===== src/rtl/rbuf_pkg.sv =====
// -----------------------------------------------------------------------------
// rbuf_pkg
//   Shared constants for the ring-buffer dual-port memory controller.
//   OFIFO_DEPTH : entries in the output register FIFO that hides read latency.
//   MEM_RD_LAT  : read latency of the external memory, which sets the length
//                 of the in-flight tag pipe.
//   cnt_w()     : width of an occupancy counter for a given address width.
//                 It holds 0..2**addr_w inclusive, so it needs one extra bit.
// -----------------------------------------------------------------------------
package rbuf_pkg;

    localparam int OFIFO_DEPTH = 4;
    localparam int OFIFO_PTR_W = $clog2(OFIFO_DEPTH);
    localparam int OFIFO_OCC_W = OFIFO_PTR_W + 1;
    localparam int MEM_RD_LAT  = 2;

    function automatic int cnt_w(input int addr_w);
        return addr_w + 1;
    endfunction

endpackage


===== src/rtl/rbuf_dp_ctrl_if.sv =====
// -----------------------------------------------------------------------------
// rbuf_dp_ctrl_if
//   Bundles the push side, the read stream and the memory port pins of the
//   ring-buffer controller.
//   modport slave  : the controller. It takes pushes and rd_ready and drives
//                    the status flags, the read stream and the memory ports.
//   modport master : the environment. It pushes words, consumes the stream
//                    and returns memory read data.
// -----------------------------------------------------------------------------
interface rbuf_dp_ctrl_if #(
    parameter int ADDR_W = 11,
    parameter int DATA_W = 8
);
    // push side
    logic              wr_en;
    logic [DATA_W-1:0] wr_data;
    logic              full;
    logic              almost_full;
    logic              overflow;
    logic [ADDR_W:0]   count;
    // read stream
    logic              rd_valid;
    logic              rd_ready;
    logic [DATA_W-1:0] rd_data;
    // memory ports (A = write, B = read)
    logic [ADDR_W-1:0] mem_addra;
    logic              mem_wea;
    logic [DATA_W-1:0] mem_dia;
    logic [ADDR_W-1:0] mem_addrb;
    logic [DATA_W-1:0] mem_resb;

    modport slave (
        input  wr_en, wr_data, rd_ready, mem_resb,
        output full, almost_full, overflow, count,
               rd_valid, rd_data,
               mem_addra, mem_wea, mem_dia, mem_addrb
    );

    modport master (
        output wr_en, wr_data, rd_ready, mem_resb,
        input  full, almost_full, overflow, count,
               rd_valid, rd_data,
               mem_addra, mem_wea, mem_dia, mem_addrb
    );

endinterface


===== src/rtl/rbuf_ofifo.sv =====
// -----------------------------------------------------------------------------
// rbuf_ofifo
//   Small register FIFO (OFIFO_DEPTH entries) that sits after the memory read
//   pipe. Its head is the controller's output word.
//   Ports:
//     clk, rst_n  : clock, asynchronous active-low reset
//     flush       : synchronous clear of pointers and occupancy
//     push        : capture push_data (never asserted while full: the fetch
//                   scheduler reserves a slot before each memory read)
//     push_data   : word to capture
//     pop         : consumer ready; only acts while valid
//     valid       : FIFO non-empty
//     head        : head word; when empty it shows the word popped last
//     occ         : current number of entries
// -----------------------------------------------------------------------------
module rbuf_ofifo
    import rbuf_pkg::*;
#(
    parameter int DATA_W = 8
) (
    input  logic                   clk,
    input  logic                   rst_n,
    input  logic                   flush,
    input  logic                   push,
    input  logic [DATA_W-1:0]      push_data,
    input  logic                   pop,
    output logic                   valid,
    output logic [DATA_W-1:0]      head,
    output logic [OFIFO_OCC_W-1:0] occ
);

    logic [OFIFO_PTR_W-1:0] wr_ptr_reg;
    logic [OFIFO_PTR_W-1:0] rd_ptr_reg;
    logic [OFIFO_PTR_W-1:0] last_ptr;
    logic [OFIFO_OCC_W-1:0] occ_reg;
    logic [DATA_W-1:0]      slot_data [OFIFO_DEPTH];
    logic                   do_push;
    logic                   do_pop;

    assign do_push = push & ~flush;
    assign do_pop  = pop & (occ_reg != '0) & ~flush;

    genvar gi;
    generate
        for (gi = 0; gi < OFIFO_DEPTH; gi++) begin : g_slot
            logic [DATA_W-1:0] q_reg;

            always_ff @(posedge clk or negedge rst_n) begin
                if (!rst_n) begin
                    q_reg <= '0;
                end else if (do_push && (wr_ptr_reg == OFIFO_PTR_W'(gi))) begin
                    q_reg <= push_data;
                end
            end

            assign slot_data[gi] = q_reg;
        end
    endgenerate

    always_ff @(posedge clk or negedge rst_n) begin
        if (!rst_n) begin
            wr_ptr_reg <= '0;
            rd_ptr_reg <= '0;
            occ_reg    <= '0;
        end else if (flush) begin
            wr_ptr_reg <= '0;
            rd_ptr_reg <= '0;
            occ_reg    <= '0;
        end else begin
            if (do_push) begin
                wr_ptr_reg <= wr_ptr_reg + OFIFO_PTR_W'(1);
            end
            if (do_pop) begin
                rd_ptr_reg <= rd_ptr_reg + OFIFO_PTR_W'(1);
            end
            if (do_push && !do_pop) begin
                occ_reg <= occ_reg + OFIFO_OCC_W'(1);
            end else if (!do_push && do_pop) begin
                occ_reg <= occ_reg - OFIFO_OCC_W'(1);
            end
        end
    end

    // While empty, the slot just behind the read pointer is the word that
    // was popped last, so rd_data holds still instead of showing stale slots.
    assign last_ptr = rd_ptr_reg - OFIFO_PTR_W'(1);
    assign head     = (occ_reg == '0) ? slot_data[last_ptr] : slot_data[rd_ptr_reg];
    assign valid    = (occ_reg != '0);
    assign occ      = occ_reg;

endmodule


===== src/rtl/rbuf_dp_ctrl.sv =====
// -----------------------------------------------------------------------------
// rbuf_dp_ctrl
//   Ring-buffer FIFO controller for an external dual-port memory with output
//   register (write port A, read port B, 2-cycle read latency, read-first on
//   address collisions). A prefetch pipe plus a 4-entry output FIFO hides the
//   read latency. The result is a valid/ready stream at 1 word/cycle.
//   Parameters: DEPTH (= 2**ADDR_W), ADDR_W, DATA_W, AFULL_TH.
//   Ports:
//     clk, rst_n   : clock, asynchronous active-low reset
//     flush        : synchronous clear of all contents; wins over all events
//     bus (slave)  : wr_en/wr_data push, full/almost_full/overflow/count flags,
//                    rd_valid/rd_ready/rd_data stream, mem_* memory ports
//   Build option RBUF_DP_CTRL_STAT_EN adds:
//     hwm          : high-water mark of count, cleared by reset/flush
//     ovf_sticky   : set by any dropped push, cleared by reset/flush
// -----------------------------------------------------------------------------
module rbuf_dp_ctrl
    import rbuf_pkg::*;
#(
    parameter int DEPTH    = 2048,
    parameter int ADDR_W   = 11,
    parameter int DATA_W   = 8,
    parameter int AFULL_TH = 2040
) (
    input  logic            clk,
    input  logic            rst_n,
    input  logic            flush,
`ifdef RBUF_DP_CTRL_STAT_EN
    output logic [ADDR_W:0] hwm,
    output logic            ovf_sticky,
`endif
    rbuf_dp_ctrl_if.slave   bus
);

    localparam int CW = cnt_w(ADDR_W);

    logic [ADDR_W-1:0]      wptr_reg;
    logic [ADDR_W-1:0]      rptr_reg;
    logic [CW-1:0]          count_reg;
    logic [CW-1:0]          count_next;
    logic [CW-1:0]          mem_avail_reg;
    logic                   full_reg;
    logic                   afull_reg;
    logic                   overflow_reg;
    logic [MEM_RD_LAT-1:0]  tag_reg;
    logic [MEM_RD_LAT-1:0]  tag_next;
    logic [OFIFO_OCC_W-1:0] inflight;
    logic [OFIFO_OCC_W-1:0] ofifo_occ;
    logic                   push_ok;
    logic                   drop;
    logic                   issue;
    logic                   pop;
    logic                   capture;
    logic                   ofifo_valid;
    logic [DATA_W-1:0]      ofifo_head;

    // Push side: full is the registered flag, so a pop in the same cycle does
    // not rescue a push that arrives while full.
    assign push_ok = bus.wr_en & ~full_reg & ~flush;
    assign drop    = bus.wr_en & full_reg & ~flush;

    assign bus.mem_wea   = bus.wr_en & ~full_reg;
    assign bus.mem_addra = wptr_reg;
    assign bus.mem_dia   = bus.mem_wea ? bus.wr_data : '0;

    // The fetch scheduler reserves an output FIFO slot for every read in
    // flight, so a returning word always finds room. mem_avail only counts a
    // write from the cycle after it lands, so a fetch never hits the address
    // being written in the same cycle.
    always_comb begin
        inflight = '0;
        for (int i = 0; i < MEM_RD_LAT; i++) begin
            inflight = inflight + OFIFO_OCC_W'(tag_reg[i]);
        end
    end

    assign issue = ~flush & (mem_avail_reg != '0) &
                   ((ofifo_occ + inflight) < OFIFO_OCC_W'(OFIFO_DEPTH));

    assign bus.mem_addrb = rptr_reg;

    // A tag leaving the last stage marks the cycle where mem_resb holds that
    // read. Flush clears the tags, so data still in the memory is dropped.
    assign tag_next = {tag_reg[MEM_RD_LAT-2:0], issue};
    assign capture  = tag_reg[MEM_RD_LAT-1];

    assign pop = ofifo_valid & bus.rd_ready;

    always_comb begin
        count_next = count_reg;
        if (flush) begin
            count_next = '0;
        end else if (push_ok && !pop) begin
            count_next = count_reg + CW'(1);
        end else if (!push_ok && pop) begin
            count_next = count_reg - CW'(1);
        end
    end

    always_ff @(posedge clk or negedge rst_n) begin
        if (!rst_n) begin
            wptr_reg      <= '0;
            rptr_reg      <= '0;
            mem_avail_reg <= '0;
            tag_reg       <= '0;
            count_reg     <= '0;
            full_reg      <= 1'b0;
            afull_reg     <= 1'b0;
            overflow_reg  <= 1'b0;
        end else if (flush) begin
            wptr_reg      <= '0;
            rptr_reg      <= '0;
            mem_avail_reg <= '0;
            tag_reg       <= '0;
            count_reg     <= '0;
            full_reg      <= 1'b0;
            afull_reg     <= 1'b0;
            overflow_reg  <= 1'b0;
        end else begin
            if (push_ok) begin
                wptr_reg <= wptr_reg + ADDR_W'(1);
            end
            if (issue) begin
                rptr_reg <= rptr_reg + ADDR_W'(1);
            end
            if (push_ok && !issue) begin
                mem_avail_reg <= mem_avail_reg + CW'(1);
            end else if (!push_ok && issue) begin
                mem_avail_reg <= mem_avail_reg - CW'(1);
            end
            tag_reg      <= tag_next;
            count_reg    <= count_next;
            full_reg     <= (count_next == CW'(DEPTH));
            afull_reg    <= (count_next >= CW'(AFULL_TH));
            overflow_reg <= drop;
        end
    end

    rbuf_ofifo #(
        .DATA_W (DATA_W)
    ) u_ofifo (
        .clk       (clk),
        .rst_n     (rst_n),
        .flush     (flush),
        .push      (capture),
        .push_data (bus.mem_resb),
        .pop       (bus.rd_ready),
        .valid     (ofifo_valid),
        .head      (ofifo_head),
        .occ       (ofifo_occ)
    );

    assign bus.rd_valid    = ofifo_valid;
    assign bus.rd_data     = ofifo_head;
    assign bus.count       = count_reg;
    assign bus.full        = full_reg;
    assign bus.almost_full = afull_reg;
    assign bus.overflow    = overflow_reg;

`ifdef RBUF_DP_CTRL_STAT_EN
    logic [CW-1:0] hwm_reg;
    logic          ovf_sticky_reg;

    // Tracks count_next so the mark moves in the same cycle as count.
    always_ff @(posedge clk or negedge rst_n) begin
        if (!rst_n) begin
            hwm_reg        <= '0;
            ovf_sticky_reg <= 1'b0;
        end else if (flush) begin
            hwm_reg        <= '0;
            ovf_sticky_reg <= 1'b0;
        end else begin
            if (count_next > hwm_reg) begin
                hwm_reg <= count_next;
            end
            if (drop) begin
                ovf_sticky_reg <= 1'b1;
            end
        end
    end

    assign hwm        = hwm_reg;
    assign ovf_sticky = ovf_sticky_reg;
`endif

endmodule

===== src/flat_wrapper.sv =====
// flat-port wrapper written by rule: the top's interface ports become plain ports
module rbuf_dp_ctrl_flat import rbuf_pkg::*;
#(
    parameter int DEPTH    = 2048,
    parameter int ADDR_W   = 11,
    parameter int DATA_W   = 8,
    parameter int AFULL_TH = 2040
)
  (clk, rst_n, flush, bus_wr_en, bus_wr_data, bus_rd_ready, bus_mem_resb, bus_full, bus_almost_full, bus_overflow, bus_count, bus_rd_valid, bus_rd_data, bus_mem_addra, bus_mem_wea, bus_mem_dia, bus_mem_addrb);
  rbuf_dp_ctrl_if #(.ADDR_W(ADDR_W), .DATA_W(DATA_W)) bus_i ();
  input  logic clk;
  input  logic rst_n;
  input  logic flush;
  input wire logic [$bits(bus_i.wr_en)-1:0] bus_wr_en;
  input wire logic [$bits(bus_i.wr_data)-1:0] bus_wr_data;
  input wire logic [$bits(bus_i.rd_ready)-1:0] bus_rd_ready;
  input wire logic [$bits(bus_i.mem_resb)-1:0] bus_mem_resb;
  output wire logic [$bits(bus_i.full)-1:0] bus_full;
  output wire logic [$bits(bus_i.almost_full)-1:0] bus_almost_full;
  output wire logic [$bits(bus_i.overflow)-1:0] bus_overflow;
  output wire logic [$bits(bus_i.count)-1:0] bus_count;
  output wire logic [$bits(bus_i.rd_valid)-1:0] bus_rd_valid;
  output wire logic [$bits(bus_i.rd_data)-1:0] bus_rd_data;
  output wire logic [$bits(bus_i.mem_addra)-1:0] bus_mem_addra;
  output wire logic [$bits(bus_i.mem_wea)-1:0] bus_mem_wea;
  output wire logic [$bits(bus_i.mem_dia)-1:0] bus_mem_dia;
  output wire logic [$bits(bus_i.mem_addrb)-1:0] bus_mem_addrb;
  assign bus_i.wr_en = bus_wr_en;
  assign bus_i.wr_data = bus_wr_data;
  assign bus_i.rd_ready = bus_rd_ready;
  assign bus_i.mem_resb = bus_mem_resb;
  assign bus_full = bus_i.full;
  assign bus_almost_full = bus_i.almost_full;
  assign bus_overflow = bus_i.overflow;
  assign bus_count = bus_i.count;
  assign bus_rd_valid = bus_i.rd_valid;
  assign bus_rd_data = bus_i.rd_data;
  assign bus_mem_addra = bus_i.mem_addra;
  assign bus_mem_wea = bus_i.mem_wea;
  assign bus_mem_dia = bus_i.mem_dia;
  assign bus_mem_addrb = bus_i.mem_addrb;
  rbuf_dp_ctrl #(.DEPTH(DEPTH), .ADDR_W(ADDR_W), .DATA_W(DATA_W), .AFULL_TH(AFULL_TH)) u_core (.clk(clk), .rst_n(rst_n), .flush(flush), .bus(bus_i));
endmodule

===== config.mk =====
export PLATFORM = sky130hd
export DESIGN_NAME = rbuf_dp_ctrl_flat
export DESIGN_NICKNAME = d
export VERILOG_FILES = /design/src/rtl/rbuf_pkg.sv /design/src/rtl/rbuf_dp_ctrl_if.sv /design/src/rtl/rbuf_ofifo.sv /design/src/rtl/rbuf_dp_ctrl.sv /design/src/flat_wrapper.sv
export SDC_FILE = /design/constraint.sdc
export NUM_CORES = 1
export LEC_CHECK = 0
export BUFFER_PORTS_ARGS = -buffer_cell sky130_fd_sc_hd__buf_4
export CAP_MARGIN = 5
export CORE_UTILIZATION = 58
export DETAILED_ROUTE_END_ITERATION = 10
export PLACE_DENSITY_LB_ADDON = 0.08
export SETUP_SLACK_MARGIN = 0.05
export SYNTH_ARGS = -nofsm -noshare
export SYNTH_HDL_FRONTEND = slang
export SYNTH_SLANG_ARGS = --single-unit

===== constraint.sdc =====
create_clock -name clk -period 3.82 [get_ports clk]
set_clock_uncertainty 0.2 [all_clocks]
set_input_delay 0.764 -clock clk [delete_from_list [all_inputs] [get_ports clk]]
set_output_delay 0.764 -clock clk [all_outputs]
set_load 0.005 [all_outputs]

==> results.yml, run 1 <==
worst_setup_path:
  start_kind: "flop"
  path_buf_inv: 1
  cp_slowest_cell: "dfrtp_1"
  crit_fanout: 11
  crit_chain: "ha_1 -> ha_1 -> a31oi_1 -> xor2_1 -> nand2_1 -> nand2_2 -> inv_1 -> fa_1 -> nor2b_1 -> o2111ai_1 -> a31oi_2 -> a31oi_1 -> xor2_1 -> o22ai_1"
  worstPathRequired_ps: 3900
  crit_cells: 14
  slowest_delay_ps: 460
  worstPathArrival_ps: 3590
  critPathTopFamily: "compound AO/OA/AOI/OAI gates"
  endpoint_kind: "flop"
  path_class: "flop to flop"
  r2r_cells: 14
detailed_routing:
  avgRoutedWirePerCell_microns: 16.39
  vias_per_cell: 6.071
  wl_met1_mm: 5.363
  wl_met2_mm: 5.819
  drt_iter0_drc: 179
  routed-wl-met3_microns: 450
  top_layer: "met4"
  via_count: 4359
  firstDrtPassIters: 9
  ant_nets: 0
  routed_wl_mm: 11.77
  drc_errors: 1
floorplanning:
  die_x_microns: 98.53
  fp.dieH_microns: 98.53
  io_pins: 76
  die_area_sq_um: 9707
  start_util: 0.6078
  core_sq_um: 8891
  rows: 34
place:
  place_congestion: 0.8613
  dp_cells: 702
  place_hpwl_mm: 8.194
  port_buffers: 75
synthesis:
  synth-seq-cells: 90
  async_flop_share: 1.000
  synthTopCellsByArea: "dfrtp_1 42%, mux2_2 8.1%, ha_1 4.6%"
  avgSynthCellArea_sq_um: 10.06
  yosysSeqAreaShare: 0.4168
  synth_area_sq_um: 5404
  synth_top_area_share: 0.4168
  synth_edf_count: 0
  ys_warn_count: 0
  yosys_most_used_dff: "dfrtp_1"
  syn-num-nets: 580
  synth_cells: 537
  yosysMostFrequentCell: "dfrtp_1"
  synthTopCellsByCount: "90 x dfrtp_1, 58 x nor2_1, 39 x mux2_2, 39 x nand2_1, 26 x xnor2_1"
  yosys.area.top_type: "dfrtp_1"
  synth_cell_types: 62
clocking:
  postCtsSetupBuffers: 0
  cts_buffers: 9
  worstSkewPairLatency_ps: 360
  path_clk_slew_ps: 90
  cts_tree: "done"
  htreeDepth: 3
  root_buffer: "clkbuf_8"
  ctsLongestPathBuffers: 2
  clock_sinks: 90
grt:
  grt_max_degree: 67
  grt_usage: 0.2597
  overflow: 0
  grt_pass1_vias: 4362
  grt_pass1_wl_mm: 20.42
  antenna_found_initial: 0
power:
  power_mw: 4.787
  p_leak_nw: 2.926
  power_density_nw_per_um2: 765.5
  ir_worst_vdd_uv: 477.8
finish:
  finalNetCount: 648
  drive_above_1_share: 0.2541
  num_antenna_cells: 0
  fillCellCount: 697
  final_cells: 718
  final_util: 0.7033
  largest_register_ffs: 32
  syn2layout_area_growth_pct: 15.72
timing:
  grt_setup_unrepaired: "no"
  setup_viol: 0
  slew_headroom: 0.4324
  slew_violations: 0
  hold-worst-slack_ps: 294.9
  fin_crit_sh: 0.9201
  timing_hold_violations_final: 0
  fmax_mhz: 284.5
  setup_tns_ps: 0
  finalCriticalPeriod_ps: 3515
  worst_pin_slew_ps: 851.3
run:
  drv_cap: 0
status:
  status: "finished with violations"
  violations: "design-rule violations"
worst_hold_path:
  hp-class: "primary input to asynchronous set/reset pin"
layer usage:
metal	vias to the layer above	track usage
met5	-	0
met4	0	0.07807
met3	14	0.03262
met2	107	0.4437
met1	2159	0.3481
li1	2079	-
cells in the final DEF, fill, tap and decap left out, types with 3 or more instances in the layout:
cell	instances
mux2i_4	3
a31oi_1	3
nand3b_1	3
o21bai_1	3
or3_1	9
o21a_1	6
nor3_1	11
nand2_1	38
ha_1	20
a21o_1	4
nor2b_1	4
a22oi_1	7
and2_1	11
o221ai_1	14
mux2i_1	12
nand3_1	12
nor3b_1	3
o22ai_1	4
a21oi_1	11
buf_4	85
o31ai_1	11
mux2_2	39
nor4_1	5
o21ai_0	11
nand4_1	11
clkbuf_8	10
nand2b_1	5
nor2_1	58
and3_1	7
a211oi_1	5
xnor2_1	26
inv_6	3
inv_1	13
dfrtp_1	90
xor2_1	16
metrics by stage:
step	worst slack, ps	cell area (sq um)
4_1_cts	154.1	6245
2_1_floorplan	383.2	5404
5_1_grt	62.75	6254
3_3_place_gp	309.8	6060
3_5_place_dp	173.0	6060
6_report	305.2	6254
kinds of logic (layout without fill, tap and decap cells):
| kind of cell | count (synthesis) | in the layout | share of synthesized area |
|---|---|---|---|
| compound gates | 96 | 96 | 0.1308 |
| xor+xnor | 43 | 43 | 0.07108 |
| fa+ha+maj | 22 | 22 | 0.05372 |
| buf+inv | 42 | 115 | 0.03149 |
| flops | 90 | 90 | 0.4168 |
| mux | 55 | 55 | 0.1188 |
| simple gates | 189 | 189 | 0.1774 |
final timing paths:
kind | start | endpoint | slack (ps)
worst max-delay path | u_core.tag_reg[1]$_DFF_PN0_ | u_core.mem_avail_reg[10]$_DFFE_PN0P_ | 310
min in group clk | u_core.u_ofifo.g_slot[0].q_reg[4]$_DFFE_PN0P_ | u_core.u_ofifo.g_slot[0].q_reg[4]$_DFFE_PN0P_ | 310
worst min-delay path | rst_n | u_core.bus.count[4]$_DFF_PN0_ | 290
max in group asynchronous | rst_n | u_core.bus.mem_addrb[0]$_DFFE_PN0P_ | 2390
worst min register to register | u_core.u_ofifo.g_slot[0].q_reg[4]$_DFFE_PN0P_ | u_core.u_ofifo.g_slot[0].q_reg[4]$_DFFE_PN0P_ | 310
worst max register to register | u_core.tag_reg[1]$_DFF_PN0_ | u_core.mem_avail_reg[10]$_DFFE_PN0P_ | 310
where the power goes:
group / switching, mW / total, mW / internal (mW)
combinational: 1.34 / 2.66 / 1.32
clock: 0.362 / 0.624 / 0.262
sequential: 0.308 / 1.51 / 1.20
layout make-up:
cell class	count	area, sq um	area share
clock inverters	6	47.55	0.007603
well taps	108	135.1	0.02161
flip-flops and latches	90	2252	0.3601
inverters	14	52.55	0.008403
repair buffers	85	638.1	0.1020
multi-input cells	405	2990	0.4782
clock buffers	10	137.6	0.02201
repair_timing:
item                       4_1_cts  5_1_grt
gates resized for setup          0        2
hold endpoints to repair         0        0
hold buffers                     0        0
setup endpoints to repair        0        3
No activity file was read; power rests on OpenSTA's default activity.
==> run 2: changes to the inputs <==
Settings changed: REMOVE_ABC_BUFFERS set to 1.
==> results.yml, run 2 (synthesis results as in run 1) <==
worst_setup_path:
  start_kind: "flop"
  crit_chain: "ha_1 -> ha_1 -> a31oi_1 -> xor2_1 -> nand2_1 -> nand2_4 -> inv_1 -> fa_1 -> nor2b_1 -> o2111ai_1 -> a31oi_1 -> a31oi_1 -> xor2_1 -> o22ai_1"
  r2r_cells: 14
  crit_start: "u_core.tag_reg[1]$_DFF_PN0_"
  rrSetupSlack_ps: 380
  worstReg2RegEnd: "u_core.mem_avail_reg[10]$_DFFE_PN0P_"
  path_common_cell: "a31oi_1"
  endpoint_kind: "flop"
  crit_fanout: 11
  path_class: "flop to flop"
  worstPathArrival_ps: 3510
  cp-endpoint: "u_core.mem_avail_reg[10]$_DFFE_PN0P_"
  worstPathRequired_ps: 3890
  slowest_delay_ps: 400
  cp_slowest_cell: "fa_1"
  regToRegStartpoint: "u_core.tag_reg[1]$_DFF_PN0_"
power:
  power_density_nw_per_um2: 780.1
  ir_worst_vdd_uv: 440.2
  p_leak_nw: 2.967
place:
  place_congestion: 0.9217
  place_hpwl_mm: 8.212
  port_buffers: 75
timing:
  grt_setup_unrepaired: "no"
  hold-worst-slack_ps: 272.6
  fin_crit_sh: 0.9003
  worst_pin_slew_ps: 794.1
  finalCriticalPeriod_ps: 3439
  slew_violations: 0
  slew_headroom: 0.4706
  setup_tns_ps: 0
  fmax_mhz: 290.8
  setup_viol: 0
  timing_hold_violations_final: 0
grt:
  grt_pass1_vias: 4184
  grt_pass1_wl_mm: 19.61
  overflow: 0
  grt_usage: 0.2514
  antenna_found_initial: 0
  grt_max_degree: 65
finish:
  fillCellCount: 663
  layout_common_cells: "90 x dfrtp_1, 88 x buf_4, 58 x nor2_1"
  drive_above_1_share: 0.2545
  largest_register_ffs: 32
  final_common_cell: "dfrtp_1"
  seq_area_sq_um: 2252
  syn2layout_area_growth_pct: 16.88
  num_antenna_cells: 0
  finalNetCount: 651
  multi_input_area_sq_um: 2989
detailed_routing:
  via_count: 4352
  drc_errors: 5
  avgRoutedWirePerCell_microns: 16.36
  ant_nets: 0
  drt_iter0_drc: 168
  vias_per_cell: 6.036
  routed_wl_mm: 11.80
  firstDrtPassIters: 10
floorplanning:
  core_sq_um: 8891
  fp.dieH_microns: 98.53
  die_x_microns: 98.53
  io_pins: 76
  start_util: 0.6078
  die_area_sq_um: 9707
  rows: 34
clocking:
  root_buffer: "clkbuf_8"
  cts_hold_buf: 0
  clock_sinks: 90
  worstSkewPairLatency_ps: 350
  cts_tree: "done"
  ctsLongestPathBuffers: 2
  cts_buffers: 9
  path_clk_slew_ps: 100
  htreeDepth: 3
worst_hold_path:
  hp-class: "primary input to asynchronous set/reset pin"
status:
  violations: "design-rule violations"
  status: "finished with violations"
run:
  drv_cap: 0
-- run 2: worst min-delay path by stage --
stage                                                  start                                       endpoint  slack [ps]  cells past startpoint
2_1_floorplan                                          rst_n               u_core.bus.almost_full$_DFF_PN0_         270                      0
3_3_place_gp   u_core.u_ofifo.g_slot[2].q_reg[4]$_DFFE_PN0P_  u_core.u_ofifo.g_slot[2].q_reg[4]$_DFFE_PN0P_         280                      1
3_5_place_dp   u_core.u_ofifo.g_slot[0].q_reg[4]$_DFFE_PN0P_  u_core.u_ofifo.g_slot[0].q_reg[4]$_DFFE_PN0P_         290                      1
4_1_cts                                                rst_n  u_core.u_ofifo.g_slot[2].q_reg[7]$_DFFE_PN0P_         310                      1
5_1_grt        u_core.u_ofifo.g_slot[0].q_reg[3]$_DFFE_PN0P_  u_core.u_ofifo.g_slot[0].q_reg[3]$_DFFE_PN0P_         330                      1
6_report                                               rst_n  u_core.u_ofifo.g_slot[0].q_reg[7]$_DFFE_PN0P_         270                      1
-- run 2: layout make-up --
cell class | count | share of cell area
flip-flops and latches | 90 | 0.3566
clock inverters | 5 | 0.01347
repair buffers | 88 | 0.1046
inverters | 14 | 0.008320
clock buffers | 11 | 0.02239
multi-input cells | 405 | 0.4733
well taps | 108 | 0.02139
-- run 2: power breakdown --
group          internal [mW]  switching [mW]  leakage (nW)
combinational           1.32            1.36          1.65
sequential              1.20           0.305          1.21
clock                  0.392           0.347         0.111
-- run 2: per-layer routing --
layer	track usage	part of all wire
met5	0	0
met4	0.07807	0.013
met3	0.04539	0.041
met2	0.4160	0.48
met1	0.3385	0.46
-- run 2: what timing repair did --
item                                    4_1_cts  5_1_grt
resized for setup                             0        2
hold endpoints to repair                      0        0
buffers inserted                              0        2
endpoints found under the setup margin        0        3
-- run 2: worst max-delay path, delay by kind of cell, from the launching register on --
family,cells,cell delay [ps]
flip-flops,1,390
adder cells (fa/ha/maj),3,860
AO/OA/AOI/OAI,5,920
XOR/XNOR,2,410
AND/OR/NAND/NOR,3,510
buffers and inverters,1,70
-- run 2: metrics by stage --
step	total power [mW]	setup WS, ps	utilization	cells	area [sq um]
2_1_floorplan	3.306	274.8	-	509	5286
3_3_place_gp	4.041	345.6	0.6824	703	6067
3_5_place_dp	4.144	226.2	0.6824	703	6067
4_1_cts	4.889	201.5	0.7079	719	6294
5_1_grt	5.296	93.03	0.7104	721	6316
6_report	4.927	380.7	0.7104	721	6316
==> run 3: changes to the inputs <==
Settings changed: ABC_AREA set to 1, TNS_END_PERCENT set to 20.
==> results.yml, run 3 <==
finish:
  largest_register_ffs: 32
  final_util: 0.7067
  finalNetCount: 835
  drive_above_1_share: 0.1455
  fillCellCount: 725
  layout_common_cells: "182 x nand2_1, 96 x inv_1, 90 x dfrtp_1"
  syn2layout_area_growth_pct: 16.12
  final_common_cell: "nand2_1"
  final_cells: 905
  num_antenna_cells: 0
place:
  place_congestion: 0.8969
  port_buffers: 75
  dp_cells: 889
  place_hpwl_mm: 9.499
timing:
  slew_headroom: 0.5824
  fin_crit_sh: 0.8477
  slew_violations: 0
  finalCriticalPeriod_ps: 3238
  setup_tns_ps: 0
  setup_viol: 0
  fmax_mhz: 308.8
  timing_hold_violations_final: 0
  worst_pin_slew_ps: 626.4
  grt_setup_unrepaired: "no"
worst_setup_path:
  worstReg2RegEnd: "u_core.mem_avail_reg[9]$_DFFE_PN0P_"
  rrSetupSlack_ps: 580
  r2r_cells: 14
  endpoint_kind: "flop"
  regToRegStartpoint: "u_core.tag_reg[1]$_DFF_PN0_"
  worstPathRequired_ps: 3860
  crit_fanout: 6
  path_class: "flop to flop"
  worstPathArrival_ps: 3270
  start_kind: "flop"
clocking:
  worstSkewPairLatency_ps: 360
  cts_hold_buf: 0
  path_clk_slew_ps: 100
  cts_resized: 0
  cts_buffers: 9
  postCtsSetupBuffers: 0
  ctsLongestPathBuffers: 2
  root_buffer: "clkbuf_8"
  htreeDepth: 3
  cts_tree: "done"
  clock_sinks: 90
synthesis:
  synthTopCellsByArea: "dfrtp_1 42%, nand2_1 13%, o21ai_0 6.8%"
  yosys.area_share.adder: 0.05364
  ys_warn_count: 0
  synthXorXnorAreaFrac: 0.02751
  synth_area_sq_um: 5411
  synth_top_family_by_area: "simple AND/OR/NAND/NOR gates"
  yosysSeqAreaShare: 0.4162
  avgSynthCellArea_sq_um: 7.590
  synth_cell_types: 45
  yosys.area.top_type: "dfrtp_1"
  synth_cells: 713
  synth-compound-area-share: 0.1646
  synth_top_area_share: 0.4162
  yosys_most_used_dff: "dfrtp_1"
  synth-seq-cells: 90
  synthTopCellsByCount: "182 x nand2_1, 96 x inv_1, 90 x dfrtp_1"
  synth_edf_count: 0
  async_flop_share: 1.000
  yosysMostFrequentCell: "nand2_1"
  muxShareOfSynthArea: 0
  synth_simple_gate_area_frac: 0.2555
power:
  p_leak_nw: 3.172
  power_mw: 3.811
  ir_worst_vdd_uv: 405.7
  power_density_nw_per_um2: 606.5
floorplanning:
  start_util: 0.6086
  rows: 34
  die_area_sq_um: 9720
  io_pins: 76
  core_sq_um: 8891
  fp.dieH_microns: 98.59
  die_x_microns: 98.59
grt:
  antenna_found_initial: 0
  grt_max_degree: 48
  overflow: 0
  grt_pass1_wl_mm: 22.67
  grt_pass1_vias: 4984
  grt_usage: 0.2876
detailed_routing:
  routed_wl_mm: 13.02
  via_count: 5089
  firstDrtPassIters: 5
  drc_errors: 0
  avgRoutedWirePerCell_microns: 14.38
  vias_per_cell: 5.623
  drt_iter0_drc: 186
  ant_nets: 0
status:
  status: "completed"
run:
  drv_cap: 0
worst_hold_path:
  hp-class: "primary input to asynchronous set/reset pin"
[run 3: worst max path at each step]
stage | start | end | slack, ps | depth (start not counted)
after detailed placement | flush | u_core.mem_avail_reg[9]$_DFFE_PN0P_ | 570 | 10
after global routing | u_core.tag_reg[1]$_DFF_PN0_ | u_core.mem_avail_reg[9]$_DFFE_PN0P_ | 280 | 14
after floorplan | u_core.tag_reg[1]$_DFF_PN0_ | u_core.mem_avail_reg[9]$_DFFE_PN0P_ | 630 | 14
final | u_core.tag_reg[1]$_DFF_PN0_ | u_core.mem_avail_reg[9]$_DFFE_PN0P_ | 580 | 14
after CTS | u_core.tag_reg[1]$_DFF_PN0_ | u_core.mem_avail_reg[11]$_DFFE_PN0P_ | 580 | 17
after global placement | flush | u_core.mem_avail_reg[9]$_DFFE_PN0P_ | 640 | 10
[run 3: area by class of cell]
| class | instances | area [sq um] | share of cell area |
|---|---|---|---|
| clock buffer | 11 | 131.4 | 0.02091 |
| sequential | 90 | 2252 | 0.3584 |
| multi-input combinational | 508 | 2713 | 0.4317 |
| clock inverter | 5 | 41.29 | 0.006571 |
| inverter | 100 | 375.4 | 0.05974 |
| tap | 108 | 135.1 | 0.02151 |
| timing repair buffer | 83 | 635.6 | 0.1012 |
[run 3: logic make-up after synthesis]
| logic type | Yosys count |
|---|---|
| simple gates | 320 |
| flops | 90 |
| buf+inv | 115 |
| compound gates | 149 |
| xor+xnor | 17 |
| fa+ha+maj | 22 |
[run 3: report_power, final]
group          switching [mW]  leakage [nW]  internal [mW]  total (mW)
logic                    1.07          1.89          0.767        1.84
clock network           0.350        0.0797          0.241       0.590
registers               0.205          1.21           1.18        1.38
total                    1.63          3.17           2.18        3.81
[run 3: per-layer routing]
metal,wire length (microns),track usage
met5,0,0
met4,159,0.09529
met2,6458,0.4913
met3,429,0.03121
met1,5970,0.3851
[run 3: per-stage QoR]
step	hold WS [ps]	instance area [sq um]	worst slack [ps]
6_report	197.6	6284	581.6
5_1_grt	251.0	6284	280.8
4_1_cts	221.4	6284	577.0
3_5_place_dp	273.6	6111	573.8
3_3_place_gp	268.7	6111	642.0
2_1_floorplan	253.0	5340	631.8
[run 3: critical path: stages, from the launching register on]
cell and delay, ps:
dfrtp_1 410, ha_1 210, ha_1 260, nand3_1 80, nand2_1 70, xor2_1 150
nand3_2 80, nand2_1 170, ha_1 430, nand2_1 90, o21ai_0 360, a21oi_1 170
o21ai_0 220, xnor2_1 170, o21ai_2 70
